### src/rtl/nf_pkg.sv
// Shared constants and layout helpers for the NullFresh d=2 coordinate-function compression stage.
package nf_pkg;

    localparam int unsigned NCF    = 18;
    localparam int unsigned NSHARE = 3;

    // Components 0..8 and 9..17 each split into three consecutive triples, one per share.
    function automatic int unsigned cf_share(input int unsigned k);
        return (k < 9) ? (k / 3) : ((k - 9) / 3);
    endfunction

    function automatic logic [NCF-1:0] share_mask(input int unsigned s);
        logic [NCF-1:0] m;
        m = '0;
        for (int unsigned k = 0; k < NCF; k++) begin
            if (cf_share(k) == s) m[k] = 1'b1;
        end
        return m;
    endfunction

    function automatic int unsigned cf_idx(input int unsigned b, input int unsigned k);
        return b * NCF + k;
    endfunction

    function automatic int unsigned ys_idx(input int unsigned b, input int unsigned s);
        return b * NSHARE + s;
    endfunction

endpackage

### src/rtl/nf_compress_bit.sv
// Pure XOR compression of one bit's 18 coordinate-function outputs into 3 shares.
module nf_compress_bit
    import nf_pkg::*;
(
    input  logic [NCF-1:0]    cf_i,
    output logic [NSHARE-1:0] share_o
);

    for (genvar s = 0; s < NSHARE; s++) begin : g_share
        assign share_o[s] = ^(cf_i & share_mask(s));
    end

endmodule

### src/rtl/nf_cf_compress_reg.sv
// Register-and-compress stage: glitch-barrier register on the CF outputs, XOR compression
// into 3 shares per bit, and a valid/ready pipeline toward the next round stage.
module nf_cf_compress_reg
    import nf_pkg::*;
#(
    parameter int unsigned NBITS   = 4,
    parameter int unsigned OUT_REG = 1
) (
    input  logic                    clk,
    input  logic                    rst_n,
    input  logic                    in_valid,
    output logic                    in_ready,
    input  logic [NBITS*NCF-1:0]    cf_in,
    output logic                    out_valid,
    input  logic                    out_ready,
    output logic [NBITS*NSHARE-1:0] y_share
);

    logic                    rdy_q;
    logic                    v1_q;
    logic [NBITS*NCF-1:0]    r1_q;
    logic [NBITS*NSHARE-1:0] y_d;
    logic                    adv2;
    logic                    acc;

    assign in_ready = rdy_q & (~v1_q | adv2);
    assign acc      = in_valid & in_ready;

    always_ff @(posedge clk or negedge rst_n) begin
        if (!rst_n) rdy_q <= 1'b0;
        else        rdy_q <= 1'b1;
    end

    // R1 keeps its contents when drained so the compression tree never sees a transient.
    always_ff @(posedge clk or negedge rst_n) begin
        if (!rst_n) begin
            r1_q <= '0;
            v1_q <= 1'b0;
        end else if (acc) begin
            r1_q <= cf_in;
            v1_q <= 1'b1;
        end else if (adv2) begin
            v1_q <= 1'b0;
        end
    end

    for (genvar b = 0; b < NBITS; b++) begin : g_bit
        nf_compress_bit u_cmp (
            .cf_i    (r1_q[cf_idx(b, 0) +: NCF]),
            .share_o (y_d[ys_idx(b, 0) +: NSHARE])
        );
    end

    if (OUT_REG != 0) begin : g_out_reg
        logic                    v2_q;
        logic [NBITS*NSHARE-1:0] r2_q;

        assign adv2 = ~v2_q | out_ready;

        always_ff @(posedge clk or negedge rst_n) begin
            if (!rst_n) begin
                r2_q <= '0;
                v2_q <= 1'b0;
            end else if (v1_q && adv2) begin
                r2_q <= y_d;
                v2_q <= 1'b1;
            end else if (out_ready) begin
                v2_q <= 1'b0;
            end
        end

        assign y_share   = r2_q;
        assign out_valid = v2_q;
    end else begin : g_out_comb
        assign adv2      = out_ready;
        assign y_share   = y_d;
        assign out_valid = v1_q;
    end

endmodule

### config.mk
export PLATFORM = sky130hd
export DESIGN_NAME = nf_cf_compress_reg
export DESIGN_NICKNAME = d
export VERILOG_FILES = /design/src/rtl/nf_pkg.sv /design/src/rtl/nf_compress_bit.sv /design/src/rtl/nf_cf_compress_reg.sv
export SDC_FILE = /design/constraint.sdc
export NUM_CORES = 1
export LEC_CHECK = 0
export CORE_MARGIN = 3
export CORE_UTILIZATION = 45
export CTS_BUF_LIST = sky130_fd_sc_hd__clkbuf_2 sky130_fd_sc_hd__clkbuf_4 sky130_fd_sc_hd__clkbuf_8
export DETAILED_ROUTE_END_ITERATION = 8
export PLACE_DENSITY = 0.75
export REMOVE_ABC_BUFFERS = 1
export SETUP_SLACK_MARGIN = 0.15
export SLEW_MARGIN = 20
export SYNTH_ARGS = -nofsm -noshare
export SYNTH_HDL_FRONTEND = slang
export SYNTH_SLANG_ARGS = --single-unit
### constraint.sdc
create_clock -name clk -period 1.5 [get_ports clk]
set_clock_uncertainty 0.2 [all_clocks]
set_input_delay 0.225 -clock clk [delete_from_list [all_inputs] [get_ports clk]]
set_output_delay 0.225 -clock clk [all_outputs]
set_load 0.02 [all_outputs]
# --- Word level (Yosys, flattened, before mapping) ---
# Cells that the tools add are included.
# W data, S select, Z words.
classes:
  bitwise: 6
  n_reduce_logical: 15
  mux: 4
ops:
  columns: ["cell", "n"]
  rows:
  - ["$reduce_xor A18 Y1", 12]
  - ["$mux W1", 4]
  - ["$reduce_bool A2 Y1", 2]
  - ["$and A1 B1 Y1", 2]
  - ["$not A1 Y1", 2]
  - ["$or A1 B1 Y1", 2]
  - ["$logic_and A1 B1 Y1", 1]
word_totals:
  in_bits: 76
  output_inout_bits: 14
  register_bits: 87
  word_cells: 30

# --- Longest topological paths before layout ---
# Gate-level depths: netlist of run 1.
depth:
  ltp_word: 6
  ltp_mapped: 5

# --- By module ---
# From an unflattened synthesis of run 1, not the netlist that was laid out.
hier_totals:
  cells_unflattened: 237
  area_unflattened_um2: 4284.1
by_module_without_submodules:
  columns: ["module", "seq_area_each_um2", "area_per_inst_um2", "cells_each", "n_inst"]
  rows:
  - ["nf_cf_compress_reg", 2177.1, 3608.5, 189, 1]
  - ["nf_compress_bit", 0.0, 168.9, 12, 4]

# --- Worst setup path after synthesis of run 1 ---
# OpenSTA, ideal clock, no wires.
synth_timing:
  path_type: "register -> register"
  start: "reg g_out_reg.v2_q (netlist: out_valid)"
  end: "reg r1_q[0]"
  path_slack_ns: -0.160
  required_ns: 1.175
  arrival_ns: 1.334
  path_stages_with_launch: 6
  setup_ns: 0.125
  cell_sequence: "dfrtp_1 > nand3b_1 > nor2b_4 > buf_12 > buf_12 > mux2_4"
synth_between:
  elab_chain_cells: 5
synth_rtl:
  columns: ["item", "line", "text"]
  rows:
  - ["start, declared", "nf_cf_compress_reg.sv:55", "logic v2_q;"]
  - ["start signal, assigned", "nf_cf_compress_reg.sv:63", "v2_q <= 1'b0;"]
  - ["start signal, assigned", "nf_cf_compress_reg.sv:66", "v2_q <= 1'b1;"]
  - ["start signal, assigned", "nf_cf_compress_reg.sv:68", "v2_q <= 1'b0;"]
  - ["$not A1 Y1", "nf_cf_compress_reg.sv:58", "assign adv2 = ~v2_q | out_ready;"]
  - ["$or A1 B1 Y1", "nf_cf_compress_reg.sv:58", null]
  - ["$or A1 B1 Y1", "nf_cf_compress_reg.sv:26", "assign in_ready = rdy_q & (~v1_q | adv2);"]
  - ["$and A1 B1 Y1", "nf_cf_compress_reg.sv:26", null]
  - ["$and A1 B1 Y1", "nf_cf_compress_reg.sv:27", "assign acc = in_valid & in_ready;"]
  - ["end signal, assigned", "nf_cf_compress_reg.sv:40", "r1_q <= cf_in;"]
  - ["end, declared", "nf_cf_compress_reg.sv:21", "logic [NBITS*NCF-1:0] r1_q;"]
# Every way passes these cells.
# A chain may end at the register's enable or synchronous reset.

# --- Worst setup path after layout of run 1 ---
layout_timing:
  start: "in out_ready"
  end: "reg r1_q[63]"
layout_between:
  elab_chain_cells: 4
layout_rtl:
  columns: ["item", "line", "text"]
  rows:
  - ["start, declared", "nf_cf_compress_reg.sv:15", "input logic out_ready,"]
  - ["$or A1 B1 Y1", "nf_cf_compress_reg.sv:58", null]
  - ["$or A1 B1 Y1", "nf_cf_compress_reg.sv:26", null]
  - ["$and A1 B1 Y1", "nf_cf_compress_reg.sv:26", null]
  - ["$and A1 B1 Y1", "nf_cf_compress_reg.sv:27", null]
# Every way passes these cells.

==> metrics, run 1 <==
first-pass GRT wire length 12,400 µm; largest net degree at the start of global routing 27; TritonRoute pass-1 iters 4; Netlist Area Pre-Place 4190 µm²; clock sinks 87; Leakage 0.00267 µW; Clk pin slew, worst setup/hold paths 0.08 ns; initial antenna violation count 0; total grt overflow 0; Gate Count Post-Synth 237; hold violation count in the final report 0; type of the worst setup path in -> reg; routed vias 2,308; Post-synth top cells dfrtp_1 (87), mux2_4 (70), xnor2_1 (36); failing checks setup timing; Max Cap Violations 0; Crit Path Max Fanout 8; power density cells 1360 nW/µm²; root buffer cell clkbuf_8; Avg WL per Cell 15.9 µm; core area 8890 µm²; status complete, but fails checks; main flop type after synthesis dfrtp_1; peak supply drop 0.000877 V; Die H 103 µm; Multi-input gate area 1890 µm²; Post-DP HPWL 5470 µm; crit start category input port; Num CTS Buffers 9; Port Buf Inserts 89; Die Area 10,500 µm²; vias in the first global route 2,480; setup violators final 86; final setup margin -0.197 ns; ANT cells 0; Post-synth EDFFs 0; DP Cell Count 447; share of post-route cells with drive strength above 1 42.9%; largest area contributor in the netlist dfrtp_1; asr flop ratio synth 100%; DRC Markers 0; Core Util, Final 65.3%; antenna-violating nets left 0; DRT iter0 DRCs 40; number of core rows 34; Skew-Pair Late Insertion Delay 0.35 ns; final std cells w/o fill 483; fin crit period 1.70 ns; unrepaired setup endpoints after global routing yes; Clock Tree Buf Depth 2; vias per cell 4.78; register bit total from synthesis 87; Max Slew Vio Count 0; period utilization 113%; die width 103 µm; critical path arrival 1.73 ns; synth warn 0; register area share after synthesis 51.9%; Reg area 2180 µm²; # fillers 625; aggregate global-route resource usage 15.6%; Max Freq 589 MHz; area delta synth->final 38.5%; Synth top area share 51.9%; initial core utilization 47.2%; CP endpoint kind register; ranking of synthesized cells by area dfrtp_1 (52%), mux2_4 (25%), xnor2_1 (7.5%), xnor3_1 (6.4%), buf_12 (3.8%); HP Class in -> async; placer congestion estimate 0.734; nets 446; I/O Pins 90; Distinct cells, synth 15; syn avg cell area 17.7 µm²; CTS tree done; cell with the most instances after synthesis dfrtp_1; Critical Path RT 1.53 ns; final WL 7680 µm; H-tree level count 3
-- placed cells by master, fill, tap and decap left out, drive strengths merged --
master / instances
and2: 1
buf: 55
bufinv: 2
clkbuf: 14
clkdlybuf4s50: 74
clkinv: 1
conb: 1
dfrtp: 87
dlygate4sd3: 1
mux2: 84
nand2: 3
nand2b: 2
nand3b: 1
nor2b: 1
xnor2: 36
xnor3: 12
-- through the flow --
stage | worst slack [ns] | TNS [ns] | hold WS, ns | cell area [µm²] | total power (µW)
final | -0.197 | -13.19 | 0.104 | 5810 | 7880
after global routing | -0.230 | -17.00 | 0.105 | 5810 | 8290
after floorplan | -1.53 | -107.79 | -0.271 | 4030 | 4960
after CTS | -0.158 | -10.61 | 0.0907 | 5630 | 7700
after global placement | -0.588 | -40.96 | -0.0682 | 5340 | 5820
after detailed placement | -0.560 | -40.18 | -0.0660 | 5340 | 5890
-- cells by family after synthesis --
kind of cell | share of synthesized area, %
xor gates and xnor gates | 14.0
DFF | 51.9
and+or+nand+nor | 1.28
muxes | 28.8
buffers and inverters | 3.94
other | 0.0894
-- state kept, by name, summed over array words and instances (netlist names) --
| name | cells |
|---|---|
| out_valid | 1 |
| r1_q | 72 |
| rdy_q | 1 |
| v1_q | 1 |
| y_share | 12 |
-- worst paths after layout --
| check | from | to | slack [ns] | cells after the start |
|---|---|---|---|---|
| min | rst_n | r1_q[54] | 0.10 | 2 |
| min in group clk | in_valid | v1_q | 0.28 | 3 |
| max | out_ready | r1_q[63] | -0.20 | 6 |
| max in group asynchronous | rst_n | r1_q[48] | 0.55 | 3 |
| min reg2reg | y_share[0] | y_share[0] | 0.31 | 1 |
| max reg2reg | out_valid | r1_q[63] | -0.17 | 5 |
-- worst max-delay path: stages --
cell and delay [ns]:
clkdlybuf4s50_1 0.51, nand3b_1 0.16, nor2b_4 0.20, buf_4 0.16
clkbuf_16 0.17, mux2_4 0.30
-- layer usage --
layer	wire, µm	global-route usage, %	vias to the layer above
li1	-	-	1083
met1	3380	21.1	1161
met2	3770	24.4	59
met3	467	5.14	5
met4	61	4.24	0
met5	0	0	-
-- final cells by class --
| type | count | area share (%) |
|---|---|---|
| well taps | 108 | 2.33 |
| clock buffers | 13 | 2.87 |
| repair buffers | 131 | 23.7 |
| multi-input cells | 141 | 32.5 |
| clock inverters | 3 | 1.12 |
| flip-flops and latches | 87 | 37.5 |
-- timing repair --
action                                 CTS  global route
resized for setup                       68            23
hold buffers                             1             0
setup buffers                            8            10
gates cloned                             0             1
setup endpoints to repair               98            97
endpoints found under the hold margin   87             0
pin swaps                               12            18
-- where the power goes --
part,internal (µW),switching (µW)
Combinational,1960,846
Sequential,2850,369
Clock,1070,793
(Power assumes the default switching activity.)
==> inputs of run 2 (changes only) <==
--- a/config.mk
+++ b/config.mk
@@ -5,14 +5,16 @@
 export SDC_FILE = /design/constraint.sdc
 export NUM_CORES = 1
 export LEC_CHECK = 0
+export CAP_MARGIN = 20
 export CORE_MARGIN = 3
 export CORE_UTILIZATION = 45
 export CTS_BUF_LIST = sky130_fd_sc_hd__clkbuf_2 sky130_fd_sc_hd__clkbuf_4 sky130_fd_sc_hd__clkbuf_8
 export DETAILED_ROUTE_END_ITERATION = 8
-export PLACE_DENSITY = 0.75
+export PLACE_DENSITY = 0.72
 export REMOVE_ABC_BUFFERS = 1
 export SETUP_SLACK_MARGIN = 0.15
 export SLEW_MARGIN = 20
 export SYNTH_ARGS = -nofsm -noshare
 export SYNTH_HDL_FRONTEND = slang
+export SYNTH_HIERARCHICAL = 1
 export SYNTH_SLANG_ARGS = --single-unit
==> constraint.sdc (replaced) <==
create_clock -name clk -period 2.1 [get_ports clk]
set_clock_uncertainty 0.2 [all_clocks]
set_input_delay 0.315 -clock clk [delete_from_list [all_inputs] [get_ports clk]]
set_output_delay 0.315 -clock clk [all_outputs]
set_load 0.02 [all_outputs]
==> metrics, run 2 <==
P_int 3810 µW (-35%); routed vias 2,151 (-6.8%); total grt overflow 0 (unchanged); setup violators final 0 (-100%); Crit Path Max Fanout 3 (-5); HP Class in -> async; Distinct cells, synth 15 (unchanged); Combinational Power Share 34.8% (-0.8 points); syn avg cell area 18.1 µm² (+2.1%); vias in the first global route 2,387 (-3.8%); Die Area 10,700 µm² (+2.0%); vias per cell 4.61 (-3.6%); Post-DP HPWL 5110 µm (-6.5%); TritonRoute pass-1 iters 4 (unchanged); status complete, no violations; Max Slew Vio Count 0 (unchanged); CP Capture Point in_ready; Setup WS pre-CTS -0.0732 ns (+0.487 ns); Skew-Pair Late Insertion Delay 0.35 ns (about the same); Avg WL per Cell 15.4 µm (-3.0%); most frequent cells in the layout clkdlybuf4s50_1 (87), dfrtp_1 (87), mux2_4 (70); asr flop ratio synth 100% (unchanged); R2R cell count 4 (-1); placer congestion estimate 0.736 (+0.38%); Net Sw Frac 27.3% (+1.8 points); DRT iter0 DRCs 46 (+15%); Max Freq 526 MHz; fin crit period 1.90 ns; Gate Count Post-Synth 237 (unchanged); largest net degree at the start of global routing 48 (+78%); DRC Markers 0 (unchanged); Top reg by flops r1_q; clock network power share 21.3% (-2.3 points); die width 104 µm (+1.0%); aggregate global-route resource usage 14.5% (-1.1 points); Port Buf Inserts 89 (unchanged); Post-synth EDFFs 0 (unchanged); ANT cells 0 (unchanged); Leakage 0.00246 µW (-8.2%); number of core rows 34 (unchanged); Clk pin slew, worst setup/hold paths 0.09 ns (about the same); largest area contributor in the netlist dfrtp_1; crit start category input port; Clock Tree Buf Depth 2 (unchanged); critical path arrival 1.39 ns (-0.34 ns); final setup margin 0.200 ns (+0.397 ns); CTS tree done; worst reg2reg path endpoint r1_q[62]; Worst Setup SP out_ready; max reg flops 72 (unchanged); register bit total from synthesis 87 (unchanged); Netlist Area Pre-Place 4280 µm² (+2.1%); synth warn 6 (+6); Num CTS Buffers 9 (unchanged); clock sinks 87 (unchanged); main flop type after synthesis dfrtp_1; period utilization 90.5%; initial antenna violation count 0 (unchanged); post-CTS setup buffers 0 (-8); first-pass GRT wire length 12,300 µm (-0.88%); nets 412 (-7.6%); unrepaired setup endpoints after global routing no; peak supply drop 0.000536 V (-39%); Max Cap Violations 0 (unchanged); share of post-route cells with drive strength above 1 31.7% (-11 points); initial core utilization 47.7% (+0.56 points); placed cell area 5270 µm² (-1.4%); root buffer cell clkbuf_8; Critical Path RT 1.58 ns (+0.05 ns); CP endpoint kind primary output; core area 8980 µm² (+0.96%); antenna-violating nets left 0 (unchanged); final WL 7210 µm (-6.2%); r2r setup slk 0.36 ns (+0.53 ns); hold violation count in the final report 0 (unchanged); area delta synth->final 27.7%; Post-synth top cells dfrtp_1 (87), mux2_4 (70), xnor2_1 (24); type of the worst setup path in -> out; Synth top area share 50.8% (-1.1 points); power density cells 958 nW/µm² (-29%); Reg power frac 43.9% (+3.1 points); Die H 104 µm (+1.0%); worst reg2reg startpoint out_valid; I/O Pins 90 (unchanged); register area share after synthesis 50.8% (-1.1 points); H-tree level count 3 (unchanged); cell with the most instances after synthesis dfrtp_1; Sw Pwr 1430 µW (-29%); final instance area 5470 µm² (-5.8%); ranking of synthesized cells by area dfrtp_1 (51%), mux2_4 (25%), xnor3_1 (6.3%), xnor2_1 (4.9%), xnor2_2 (4.6%)
==> run 2: worst min path at each step <==
stage / end / slack [ns] / depth (start not counted) / from
2_1_floorplan: out_valid / -0.18 / 0 / rst_n
5_1_grt: r1_q[19] / 0.20 / 2 / rst_n
4_1_cts: r1_q[19] / 0.17 / 2 / rst_n
3_3_place_gp: r1_q[21] / 0.02 / 1 / rst_n
6_report: r1_q[19] / 0.18 / 2 / rst_n
3_5_place_dp: r1_q[21] / 0.03 / 1 / rst_n
==> run 2: area by class of cell <==
class                   instances  area, µm²
multi-input cells             141       1940
fillers                       700       3510
well taps                     126        158
flip-flops and latches         87       2180
clock inverters                 5       41.3
repair buffers                 97       1000
clock buffers                  11        151
==> run 2: per-stage QoR <==
step	TNS, ns	instances	util [%]	hold slack (ns)	total power, µW
2_1_floorplan	-64.21	228	-	-0.181	3570
3_3_place_gp	-0.0531	450	58.7	0.0230	4140
3_5_place_dp	-0.653	450	58.7	0.0281	4180
4_1_cts	0	467	60.9	0.175	5330
5_1_grt	0	467	60.9	0.200	5540
6_report	0	467	60.9	0.185	5240
==> run 2: cells by family after synthesis <==
kind of cell / synth area share (%)
flops: 50.8
buf+inv: 3.85
simple gates: 1.26
other cells: 0.0875
mux: 28.2
xor+xnor: 15.8
==> run 2: repair_timing <==
item	in CTS	in global routing
setup endpoints to repair	1	1
resized for setup	1	1
hold endpoints to repair	67	0
hold buffers	1	0
pin swaps	0	0
==> run 2: critical path, stage by stage <==
cell and delay, ns:
clkdlybuf4s50_1 0.41, nand3b_1 0.20, and2_1 0.18, clkdlybuf4s15_1 0.28
==> run 2: metal layers <==
metal	GRT usage, %	part of all wire, %
met5	0	0
met1	20.0	45
met4	3.13	1.1
met3	5.41	6.1
met2	22.2	47
==> run 2: power groups by stage <==
stage | Sequential [µW] | Clock (µW) | Combinational [µW]
2_1_floorplan | 2430 | 0 | 1140
6_report | 2300 | 1120 | 1820
3_5_place_dp | 2330 | 0 | 1840
3_3_place_gp | 2330 | 0 | 1810
4_1_cts | 2310 | 1160 | 1860
5_1_grt | 2350 | 1230 | 1960
